**src/rtl/pkg_calculadora.sv**
```systemverilog
// rtl/pkg_calculadora.sv - shared state encoding and opcodes for the calculator controller
package pkg_calculadora;

    typedef enum logic [2:0] {
        S_OPERANDO_A = 3'd0,
        S_OPERACION  = 3'd1,
        S_OPERANDO_B = 3'd2,
        S_CALCULO    = 3'd3,
        S_RESULTADO  = 3'd4
    } t_estado_calc;

    localparam logic [1:0] OP_SUMA  = 2'b00;
    localparam logic [1:0] OP_RESTA = 2'b01;
    localparam logic [1:0] OP_AND   = 2'b10;
    localparam logic [1:0] OP_OR    = 2'b11;

endpackage

```
**src/rtl/mod_ALU_generalizado.sv**
```systemverilog
// rtl/mod_ALU_generalizado.sv - combinational n-bit ALU: add, subtract, AND, OR (modulo 2^n_bits)
module mod_ALU_generalizado
    import pkg_calculadora::*;
#(
    parameter int n_bits = 8
) (
    input  logic [n_bits-1:0] a,
    input  logic [n_bits-1:0] b,
    input  logic [1:0]        operacion,
    output logic [n_bits-1:0] resultado
);

    // Subtraction is done as two's-complement addition so both arithmetic ops share one adder form
    always_comb begin
        resultado = '0;
        case (operacion)
            OP_SUMA:  resultado = a + b;
            OP_RESTA: resultado = a + (~b + {{(n_bits-1){1'b0}}, 1'b1});
            OP_AND:   resultado = a & b;
            OP_OR:    resultado = a | b;
            default:  resultado = '0;
        endcase
    end

endmodule

```
**src/rtl/mod_control_calculadora.sv**
```systemverilog
// rtl/mod_control_calculadora.sv - operand/opcode sequencing FSM for a keypad calculator
module mod_control_calculadora
    import pkg_calculadora::*;
#(
    parameter int n_bits = 8
) (
    input  logic              clk,
    input  logic              reset,
    input  logic [n_bits-1:0] dato_entrada,
    input  logic              dato_valido,
    input  logic [1:0]        operacion_entrada,
    input  logic              operacion_valida,
    input  logic              ejecutar,
    input  logic              limpiar,
    output logic [n_bits-1:0] resultado,
    output logic              resultado_valido,
    output logic              desborde,
    output logic [2:0]        estado,
    output logic              ocupado
);

    t_estado_calc      estado_q, estado_d;
    logic [n_bits-1:0] reg_a, reg_a_d;
    logic [n_bits-1:0] reg_b, reg_b_d;
    logic [1:0]        reg_op, reg_op_d;
    logic              b_cargado, b_cargado_d;
    logic [n_bits-1:0] resultado_d;
    logic              desborde_d;
    logic              valido_d;
    logic [n_bits-1:0] alu_res;
    logic              desborde_calc;

    mod_ALU_generalizado #(.n_bits(n_bits)) u_alu (
        .a         (reg_a),
        .b         (reg_b),
        .operacion (reg_op),
        .resultado (alu_res)
    );

    // Signed overflow of the pending add/subtract, judged from operand and result sign bits
    always_comb begin
        desborde_calc = 1'b0;
        case (reg_op)
            OP_SUMA:  desborde_calc = (reg_a[n_bits-1] == reg_b[n_bits-1]) &&
                                      (alu_res[n_bits-1] != reg_a[n_bits-1]);
            OP_RESTA: desborde_calc = (reg_a[n_bits-1] != reg_b[n_bits-1]) &&
                                      (alu_res[n_bits-1] != reg_a[n_bits-1]);
            default:  desborde_calc = 1'b0;
        endcase
    end

    // Next-state logic: strict strobe priority limpiar > ejecutar > operacion_valida > dato_valido,
    // a higher strobe swallows the lower ones even when the current state ignores it
    always_comb begin
        estado_d    = estado_q;
        reg_a_d     = reg_a;
        reg_b_d     = reg_b;
        reg_op_d    = reg_op;
        b_cargado_d = b_cargado;
        resultado_d = resultado;
        desborde_d  = desborde;
        valido_d    = 1'b0;
        if (limpiar) begin
            estado_d    = S_OPERANDO_A;
            reg_a_d     = '0;
            reg_b_d     = '0;
            reg_op_d    = '0;
            b_cargado_d = 1'b0;
            resultado_d = '0;
            desborde_d  = 1'b0;
        end else begin
            case (estado_q)
                S_OPERANDO_A: begin
                    if (!ejecutar && !operacion_valida && dato_valido) begin
                        reg_a_d  = dato_entrada;
                        estado_d = S_OPERACION;
                    end
                end
                S_OPERACION: begin
                    if (ejecutar) begin
                        estado_d = S_OPERACION;
                    end else if (operacion_valida) begin
                        reg_op_d = operacion_entrada;
                        estado_d = S_OPERANDO_B;
                    end else if (dato_valido) begin
                        reg_a_d = dato_entrada;
                    end
                end
                S_OPERANDO_B: begin
                    if (ejecutar) begin
                        if (b_cargado) estado_d = S_CALCULO;
                    end else if (operacion_valida) begin
                        reg_op_d = operacion_entrada;
                    end else if (dato_valido) begin
                        reg_b_d     = dato_entrada;
                        b_cargado_d = 1'b1;
                    end
                end
                S_CALCULO: begin
                    resultado_d = alu_res;
                    desborde_d  = desborde_calc;
                    valido_d    = 1'b1;
                    estado_d    = S_RESULTADO;
                end
                S_RESULTADO: begin
                    if (ejecutar) begin
                        estado_d = S_RESULTADO;
                    end else if (operacion_valida) begin
                        reg_a_d     = resultado;
                        reg_op_d    = operacion_entrada;
                        b_cargado_d = 1'b0;
                        estado_d    = S_OPERANDO_B;
                    end else if (dato_valido) begin
                        reg_a_d     = dato_entrada;
                        b_cargado_d = 1'b0;
                        estado_d    = S_OPERACION;
                    end
                end
                default: estado_d = S_OPERANDO_A;
            endcase
        end
    end

    // State and datapath registers; reset overrides every strobe and aborts a pending calculation
    always_ff @(posedge clk) begin
        if (reset) begin
            estado_q         <= S_OPERANDO_A;
            reg_a            <= '0;
            reg_b            <= '0;
            reg_op           <= '0;
            b_cargado        <= 1'b0;
            resultado        <= '0;
            desborde         <= 1'b0;
            resultado_valido <= 1'b0;
        end else begin
            estado_q         <= estado_d;
            reg_a            <= reg_a_d;
            reg_b            <= reg_b_d;
            reg_op           <= reg_op_d;
            b_cargado        <= b_cargado_d;
            resultado        <= resultado_d;
            desborde         <= desborde_d;
            resultado_valido <= valido_d;
        end
    end

    assign estado  = estado_q;
    assign ocupado = (estado_q == S_CALCULO);

endmodule

```
**config.mk**
```make
export PLATFORM = sky130hd
export DESIGN_NAME = mod_control_calculadora
export DESIGN_NICKNAME = d
export VERILOG_FILES = /design/src/rtl/pkg_calculadora.sv /design/src/rtl/mod_ALU_generalizado.sv /design/src/rtl/mod_control_calculadora.sv
export SDC_FILE = /design/constraint.sdc
export NUM_CORES = 1
export LEC_CHECK = 0
export CORE_MARGIN = 2
export CORE_UTILIZATION = 45
export DETAILED_ROUTE_END_ITERATION = 12
export GPL_TIMING_DRIVEN = 0
export PLACE_DENSITY_LB_ADDON = 0.08
export SLEW_MARGIN = 0
export SYNTH_ARGS = -nofsm -noshare
export SYNTH_HDL_FRONTEND = slang
export SYNTH_SLANG_ARGS = --single-unit
```
**constraint.sdc**
```tcl
create_clock -name clk -period 2.75 [get_ports clk]
set_input_delay 0.55 -clock clk [delete_from_list [all_inputs] [get_ports clk]]
set_output_delay 0.55 -clock clk [all_outputs]
set_load 0.005 [all_outputs]
```
==> results of run 1 <==
metal layers:
| layer | routed length (µm) | vias to the layer above |
|---|---|---|
| met3 | 171 | 9 |
| met2 | 2961 | 31 |
| met1 | 3416 | 1092 |
| met4 | 93 | 0 |
| li1 | - | 1159 |
| met5 | 0 | - |
registers in the layout, summed over array words and instances, names as in the netlist:
name,cells
desborde,1
reg_b,8
estado,3
resultado,8
b_cargado,1
resultado_valido,1
reg_a,8
reg_op,2
cell families after synthesis:
family,after synthesis,synth area share
AND/OR/NAND/NOR,88,0.1641
XOR/XNOR,7,0.02401
multiplexers,17,0.07153
flip-flops,32,0.2509
adder cells (fa/ha/maj),25,0.1284
buffers and inverters,46,0.09162
AO/OA/AOI/OAI,96,0.2695
stage by stage:
| stage | utilization | worst slack (ps) |
|---|---|---|
| after floorplan | - | 772.9 |
| after global placement | 0.5292 | 381.6 |
| after detailed placement | 0.5292 | 379.2 |
| after CTS | 0.5433 | 64.54 |
| after global routing | 0.5424 | 72.38 |
| final | 0.5424 | 193.8 |
worst max path at each step:
| stage | from | end | cells after the start |
|---|---|---|---|
| after floorplan | reg_a[0] | resultado[4] | 8 |
| after global placement | estado[1] | ocupado | 6 |
| after detailed placement | estado[1] | ocupado | 6 |
| after CTS | estado[1] | ocupado | 6 |
| after global routing | estado[1] | ocupado | 5 |
| final | estado[1] | ocupado | 5 |
where the power goes:
part	switching [mW]	internal, mW	total (mW)
Clock	0.170	0.172	0.342
Combinational	0.0920	0.0742	0.166
Sequential	0.00889	0.469	0.478
synth_stat cells (3+ instances only):
cell type / number / area share
nor2_1: 43 / 0.063
dfxtp_1: 32 / 0.25
inv_1: 29 / 0.043
a21oi_1: 26 / 0.051
ha_1: 23 / 0.11
nand2_1: 17 / 0.025
mux2i_1: 16 / 0.063
o21ai_0: 11 / 0.022
a22oi_1: 9 / 0.026
o211ai_1: 9 / 0.026
a211oi_2: 7 / 0.034
buf_2: 7 / 0.014
xnor2_1: 6 / 0.021
nand3_1: 4 / 0.0078
a21o_1: 3 / 0.0088
a31oi_1: 3 / 0.0074
clkbuf_8: 3 / 0.016
nand2b_1: 3 / 0.0074
nor2b_1: 3 / 0.0074
nor3_1: 3 / 0.0059
o21a_1: 3 / 0.0088
o21ai_1: 3 / 0.0059
area by class of cell:
| class | instances | area [µm²] | share of cell area |
|---|---|---|---|
| plain buffers | 15 | 116.4 | 0.03896 |
| repair buffers | 27 | 270.3 | 0.09049 |
| well taps | 72 | 90.09 | 0.03016 |
| flip-flops and latches | 32 | 640.6 | 0.2145 |
| inverters | 30 | 112.6 | 0.03770 |
| multi-input cells | 233 | 1679 | 0.5622 |
| clock inverters | 1 | 5.005 | 0.001676 |
| clock buffers | 6 | 72.57 | 0.02430 |
worst max-delay path: cells and delay by family (launching register included):
| kind | cells | cell delay [ps] |
|---|---|---|
| flops | 1 | 400 |
| buf+inv | 4 | 1080 |
| simple gates | 1 | 240 |
==> results.md, run 1 <==
- Max Buffers Root-to-Sink: 2
- CTS H-tree lvls: 2
- Final ANT Viol Nets: 0
- Main synth FF type: dfxtp_1
- Tmin final: 2556 ps
- #FFs+latches synth: 32
- Yosys warns: 0
- Synthesized instance count: 311
- Reg2reg setup slack: 470 ps
- Vias in the first global route: 2078
- Status: finished clean
- Crit-path slowest cell: clkdlybuf4s50_1
- Crit end category: output port
- Fillers: 549
- CTS tree: yes
- Post-synth ARST share: 0
- Global-route wire length before repair: 10620 µm
- Worst reg2reg endpoint: resultado[4]
- Row cnt: 27
- Commonest non-fill, non-tap cells in the layout: nor2_1 (43), dfxtp_1 (32), inv_1 (29)
- Power Total: 0.9864 mW
- Vias: 2291
- Critical path arrival: 2010 ps
- Max transition margin: 0.6056
- Antenna violations before repair: 0
- Placed insts: 410
- Worst Path Max Fanout: 14
- Core area: 5507 µm²
- Hold-critical path endpoint: desborde
- Hpwl dp: 4995 µm
- Setup violators final: 0
- Met1 usage: 0.3104
- Final std cells w/o fill: 416
- NumNets Final: 385
- Cts hold-fix bufs: 0
- Die Footprint: 6293 µm²
- Worst Hold Path Cells: 2
- Crit Path Class: register to output port
- GRT Max-Usage Layer: met2
- Worst R2R Start: reg_a[0]
- Max-cap violations: 0
- Slew Limit Fails: 0
- Min-delay worst type: register to register
- Min-delay src: desborde
- Leak pwr: 1.156 nW
- Synthesized area: 2554 µm²
- Setup TNS: 0 ps
- Root Driver: clkbuf_8
- RSZ-0062 raised after global routing: false
- Crit share post-route: 0.9295
- Met2 Usage GRT: 0.3381
- Vias/cell: 5.507
- CTS Sinks: 32
- IO buf count: 27
- Placed cell area: 2914 µm²
- Worst setup SP type: register
- Maximum number of pins on one net before global-route repair: 11
- Peak VDD IR: 318.2 µV
- Register area share after synthesis: 0.2509
- Worst-path cell chain: inv_1 -> or2_1 -> clkbuf_4 -> inv_2 -> clkdlybuf4s50_1
- Slowest stage delay, CP: 550 ps
- Starting Density: 0.4638
- Share of layout cells above drive strength 1: 0.1076
- Number of buffers created by CTS: 5
- Post-cts gate resize count: 0
- Diode count: 0
- DRC Markers: 0
- 1st-pass router iterations: 4
- Total grt overflow: 0
- Die Y: 79.33 µm
- Post-route cell area: 2987 µm²
- WHS: 460.5 ps
- Post-synth EDFFs: 0
- Post-CTS Setup Bufs: 0
- GR Util All Layers: 0.2174
- Data required, critical path: 2200 ps
- Worst-Skew Late Latency: 280 ps
- Fin Clk Skew: 4.944 ps
- Final Hold Fails: 0
- Die Wd: 79.33 µm
- Area delta synth->final: 16.95%
- PwrDens: 330.3 nW/µm²
- Post-Route WL: 6643 µm
- Yosys cell types: 61
- WL/cell: 15.97 µm
- GPL Wtd Cong: 0.8385
- FMAX: 0.3912 GHz
- Commonest non-fill, non-tap cell in the layout: nor2_1
- GRT met3 Usage: 0.03182
- Worst-Margin Slew: 587.7 ps
- Clk slew on worst S/H paths: 60 ps
- Top Ports: 30
- Syn Area/Cell: 8.211 µm²
- DRT iter0 DRCs: 103
- Cell count of the worst reg-to-reg path: 8
- Mapped Nets: 352
Note: power is estimated with default switching activity, not from simulation.
==> run 2: changes to the inputs <==
Settings changed: CTS_BUF_LIST set to sky130_fd_sc_hd__clkbuf_8, SYNTH_HIERARCHICAL set to 1.
==> run 2 against run 1 <==
  * Utilization grew 4.9 points
  * Final cell count grew 6.3%
  * Critical path depth grew 6
  * Clock power grew 11%
  * Combinational power shrank 37%
  * Routed wire length grew 7.9%
  * Synthesized cell count grew 4.5%
  * Sequential power shrank 3%
  * Sequential share of layout area shrank 1.4 points
  * Power shrank 3.8%
  * Clock skew grew 2.0 ps
==> results.md, run 2 <==
- Post-route setup slack: 49.00 ps
- Number of buffers created by CTS: 5
- Most Frequent Cell on Critical Path: o31a_1
- Vias: 2545
- PwrDens: 287.7 nW/µm²
- WHS: 465.4 ps
- Syn Area/Cell: 8.096 µm²
- Critical path depth in cells: 11
- Post-synth ARST share: 0
- Top cell type by total area after synthesis: dfxtp_1
- Min-delay src: b_cargado
- Clk slew on worst S/H paths: 70 ps
- CTS tree: yes
- Commonest non-fill, non-tap cell in the layout: clkdlybuf4s50_1
- Worst Setup SP: reg_b[2]
- Worst setup SP type: register
- Final Hold Fails: 0
- Max transition margin: 0.5913
- Crit end category: register
- Row cnt: 27
- Final ANT Viol Nets: 0
- Crit share post-route: 0.9822
- Tmin final: 2701 ps
- Area delta synth->final: 25.30%
- Biggest registers after layout: reg_a x8, reg_b x8, resultado x8
- Root Driver: clkbuf_8
- Worst Hold Path Cells: 2
- Max Buffers Root-to-Sink: 2
- CP bufs+invs: 2
- Min-delay worst type: register to register
- Most frequent cells after synthesis: dfxtp_1 (32), inv_1 (28), a21oi_1 (25)
- Max-cap violations: 0
- Ranking of synthesized cells by area: dfxtp_1 (24%), ha_1 (11%), mux2i_1 (4.9%)
- Area share of the largest cell type after synthesis: 0.2435
- Data required, critical path: 2970 ps
- WL/cell: 16.22 µm
- Dpl ws: -342.2 ps
- Die Y: 80.47 µm
- Worst-path cell chain: inv_2 -> ha_4 -> buf_6 -> nor2b_2 -> o311ai_4 -> nor3_2 -> o31a_1 -> o31a_1 -> or4b_4 -> a21o_1 -> a21oi_2
- Critical path arrival: 2920 ps
- Synthesized area: 2631 µm²
- Count leader, synth: dfxtp_1
- DRC Markers: 0
- NumNets Final: 410
- Status: finished clean
- #FFs+latches synth: 32
- CTS H-tree lvls: 2
- GR Util All Layers: 0.2350
- Yosys cell types: 58
- Crit Path Class: register to register
- Vias/cell: 5.758
- Leak pwr: 1.300 nW
- Post-synth EDFFs: 0
- DRT iter0 DRCs: 124
- Synthesized instance count: 325
- CTS Sinks: 32
- Total grt overflow: 0
- Die Footprint: 6475 µm²
- Worst-Skew Late Latency: 280 ps
- Cts hold-fix bufs: 0
- Cell count of the worst reg-to-reg path: 11
- Fillers: 545
- Worst R2R Start: reg_b[2]
- FMAX: 0.3702 GHz
- Main synth FF type: dfxtp_1
- IO buf count: 27
- Top Ports: 30
- Fin Clk Skew: 6.990 ps
- Vias in the first global route: 2404
- Commonest non-fill, non-tap cells in the layout: clkdlybuf4s50_1 (27), inv_1 (25), a21oi_1 (24)
- Antenna violations before repair: 0
- Share of layout cells above drive strength 1: 0.1946
- Worst-Margin Slew: 613.1 ps
- RSZ-0062 raised after global routing: true
- GPL Wtd Cong: 0.8960
- Global-route wire length before repair: 11780 µm
- 1st-pass router iterations: 4
- Die Wd: 80.47 µm
- Peak VDD IR: 302.8 µV
- Post-Route WL: 7170 µm
- Diode count: 0
- Maximum number of pins on one net before global-route repair: 11
- Worst Path Max Fanout: 6
- Slowest stage delay, CP: 530 ps
- Starting Density: 0.4721
- Family with the most delay on the worst path: compound AO/OA/AOI/OAI gates
- Setup violators final: 0
- Core area: 5574 µm²
- Hpwl dp: 5146 µm
- Mapped Nets: 366
- Register area share after synthesis: 0.2435
- Slew Limit Fails: 0
- Crit-path slowest cell: or4b_4
- Yosys warns: 6
[run 2: cell count changes in the layout (fill, tap and decap cells not counted), moves of 5 or more]
cell	previous run	this run
dfxtp_1	32	23
dfxtp_2	0	6
o211ai_1	9	1
nor2_1	43	20
a211oi_1	2	8
buf_4	1	12
nand3_1	4	12
o21ai_0	11	19
nor2b_1	3	9
a211oi_2	7	2
[run 2: final timing paths]
path          endpoint  slack, ps
max reg2reg   desborde         50
max           desborde         50
min reg2reg  b_cargado        470
min          b_cargado        470
[run 2: through the flow]
stage / total power [mW] / instances / TNS (ps) / utilization / instance area [µm²]
floorplan: 0.5366 / 325 / 0 / - / 2633
global placement: 0.5756 / 424 / -310.2 / 0.5369 / 2993
detailed placement: 0.5763 / 424 / -342.2 / 0.5369 / 2993
CTS: 0.9523 / 437 / 0 / 0.5744 / 3202
global route: 0.9849 / 442 / -85.33 / 0.5915 / 3297
finish: 0.9486 / 442 / 0 / 0.5915 / 3297
[run 2: logic make-up after synthesis]
logic type	share of synthesized area
xor+xnor	0.01997
mux	0.07941
flops	0.2435
fa+ha+maj	0.1246
simple gates	0.1912
compound gates	0.2492
buf+inv	0.09225
[run 2: cell type report]
| type | count | area, µm² | area share |
|---|---|---|---|
| Multi-Input combinational cell | 240 | 1848 | 0.5605 |
| Inverter | 28 | 105.1 | 0.03188 |
| Clock inverter | 2 | 10.01 | 0.003036 |
| Sequential cell | 32 | 659.4 | 0.2000 |
| Tap cell | 72 | 90.09 | 0.02732 |
| Buffer | 25 | 156.4 | 0.04744 |
| Timing Repair Buffer | 37 | 345.3 | 0.1047 |
| Clock buffer | 6 | 82.58 | 0.02505 |
[run 2: worst min-delay path, delay by kind of cell (launching register included)]
family,cells,cell delay (ps)
buffers and inverters,1,60
DFF,1,310
AOI/OAI and AO/OA,1,50
[run 2: power breakdown]
part | switching (mW) | internal [mW] | total [mW] | leakage, nW
combinational | 0.0542 | 0.0496 | 0.104 | 0.986
sequential | 0.00326 | 0.463 | 0.466 | 0.263
clock | 0.179 | 0.200 | 0.379 | 0.0510
[run 2: metal layers]
metal | GRT usage | vias up | wire length, µm
li1 | - | 1247 | -
met4 | 0.05932 | 0 | 108
met5 | 0 | - | 0
met2 | 0.4100 | 63 | 3463
met1 | 0.3059 | 1224 | 3310
met3 | 0.02921 | 11 | 287
[run 2: repair_timing]
action	CTS	global route
endpoints found under the setup margin	2	2
pin swaps	8	6
gates resized for setup	23	21
hold endpoints to repair	0	0
buffers inserted	5	5
==> run 3: changes to the inputs <==
Settings changed: CTS_CLUSTER_SIZE set to 8, PLACE_DENSITY set to 0.66, PLACE_DENSITY_LB_ADDON 0.08 to unset.
==> run 3 against run 2 <==
  * Routed wire length up 3.3%
  * Die area is the same
  * First-iteration DRC count shrank 21%
  * Clock power increased by 2%
  * Final cell count grew 1.1%
  * Hold slack improved by 7.5 ps
  * Critical path type unchanged
==> results.md, run 3 (synthesized netlist as in run 2, its figures left out) <==
- Status: finished clean
- Min-delay src: b_cargado
- Post-Route WL: 7410 µm
- Setup TNS: 0 ps
- Max transition margin: 0.5430
- Slew Limit Fails: 0
- Biggest registers after layout: reg_a x8, reg_b x8, resultado x8
- Top layer in use: met4
- Reg area: 659.4 µm²
- Worst-Skew Late Latency: 290 ps
- Row cnt: 27
- Worst-Margin Slew: 685.5 ps
- Share of layout cells above drive strength 1: 0.2053
- Antenna violations before repair: 0
- Area delta synth->final: 26.91%
- Metal2 WL: 3617 µm
- Setup violators final: 0
- Number of buffers created by CTS: 5
- Hpwl dp: 5316 µm
- Placed cell area: 2993 µm²
- DRT iter0 DRCs: 98
- Logic pwr share: 0.110
- Wire length on met1: 3422 µm
- Multi-input logic area: 1856 µm²
- IO buf count: 27
- Core area: 5574 µm²
- Peak VDD IR: 304.2 µV
- Max-cap violations: 0
- Commonest non-fill, non-tap cell in the layout: clkdlybuf4s50_1
- Crit Path Class: register to register
- 1st-pass router iterations: 5
- Fillers: 528
- Commonest non-fill, non-tap cells in the layout: clkdlybuf4s50_1 (27), inv_1 (25), a21oi_1 (24)
- Die Footprint: 6475 µm²
- Die Y: 80.47 µm
- GR Util All Layers: 0.2395
- Global-route wire length before repair: 12010 µm
- RSZ-0062 raised after global routing: true
- Slowest stage delay, CP: 520 ps
- Vias/cell: 5.799
- Worst-path cell chain: inv_2 -> ha_4 -> buf_6 -> nor2b_4 -> o311ai_4 -> nor3_2 -> o31a_1 -> o31a_1 -> or4b_4 -> a21o_1 -> a21oi_2
- Worst Setup SP: reg_b[2]
- Min-delay worst type: register to register
- Leak pwr: 1.327 nW
- Die Wd: 80.47 µm
- NumNets Final: 415
- Diode count: 0
- Tmin final: 2727 ps
- Worst setup SP type: register
- Final ANT Viol Nets: 0
- WL/cell: 16.58 µm
- Critical path arrival: 2950 ps
- FMAX: 0.3666 GHz
- CP bufs+invs: 2
- Met3 wire length: 312 µm
- Reg2reg setup slack: 20 ps
- Max Buffers Root-to-Sink: 2
- CTS tree: yes
- CTS Sinks: 32
- Clock power frac: 0.403
- Crit end category: register
- Fin Clk Skew: 11.61 ps
- Sw frac: 0.2559
- Final std cells w/o fill: 447
- CTS H-tree lvls: 2
- PwrDens: 286.9 nW/µm²
- Clk slew on worst S/H paths: 70 ps
- NetSw: 0.2452 mW
- Worst Path Max Fanout: 5
- Family with the most delay on the worst path: compound AO/OA/AOI/OAI gates
- Crit share post-route: 0.9918
- Total grt overflow: 0
- Final Hold Fails: 0
- Vias: 2592
- Maximum number of pins on one net before global-route repair: 11
- Starting Density: 0.4721
- Top Ports: 30
- Most Frequent Cell on Critical Path: o31a_1
- Post-route cell area: 3339 µm²
- Vias in the first global route: 2389
- Cts hold-fix bufs: 0
- Root Driver: clkbuf_8
- Crit-path slowest cell: or4b_4
- Worst R2R Start: reg_b[2]
- Data required, critical path: 2970 ps
- GPL Wtd Cong: 0.9108
- DRC Markers: 0
- Flop pwr share: 0.487
- Pint: 0.7128 mW
- Placed insts: 424
==> run 3: worst paths after layout <==
path	endpoint	cells past startpoint
setup / recovery	desborde	11
hold / removal	b_cargado	2
setup reg to reg	desborde	11
hold reg to reg	b_cargado	2
==> run 3: metrics by stage <==
| step | hold WS [ps] | utilization | total power, mW | setup slack [ps] |
|---|---|---|---|---|
| 3_3_place_gp | 450.0 | 0.5369 | 0.5750 | -324.0 |
| 6_report | 472.9 | 0.5991 | 0.9580 | 22.57 |
| 2_1_floorplan | 440.4 | - | 0.5366 | 33.68 |
| 4_1_cts | 464.0 | 0.5746 | 0.9547 | 18.23 |
| 5_1_grt | 500.1 | 0.5991 | 0.9921 | -45.99 |
| 3_5_place_dp | 454.5 | 0.5369 | 0.5771 | -300.4 |
==> run 3: per-layer routing <==
layer / up-vias / global-route usage
met2: 77 / 0.4100
li1: 1259 / -
met4: 0 / 0.05254
met5: - / 0
met1: 1251 / 0.3218
met3: 5 / 0.02921
==> run 3: area by class of cell <==
cell class	count	area share
multi-input combinational	240	0.5556
buffer	25	0.04683
sequential	32	0.1975
inverter	28	0.03147
clock inverter	2	0.002997
tap	72	0.02698
clock buffer	6	0.02473
timing repair buffer	42	0.1139
==> run 3: repair_timing <==
item / CTS / global route
setup buffers: 4 / 10
setup endpoints to repair: 2 / 2
cloned: 0 / 1
pin swaps: 8 / 11
resized for setup: 24 / 21
==> run 3: power groups by stage <==
| stage | Combinational, mW | Sequential (mW) | Clock [mW] |
|---|---|---|---|
| after CTS | 0.101 | 0.468 | 0.386 |
| final | 0.105 | 0.466 | 0.386 |
| after detailed placement | 0.0976 | 0.479 | 0 |
| after floorplan | 0.0580 | 0.479 | 0 |
| after global routing | 0.115 | 0.466 | 0.411 |
| after global placement | 0.0958 | 0.479 | 0 |
==> run 3: worst register-to-register path, cell delays in order, from the launching register on <==
cell,delay [ps]
dfxtp_2,360
inv_2,70
ha_4,270
buf_6,130
nor2b_4,50
o311ai_4,290
nor3_2,100
o31a_1,290
o31a_1,320
or4b_4,520
a21o_1,170
a21oi_2,100
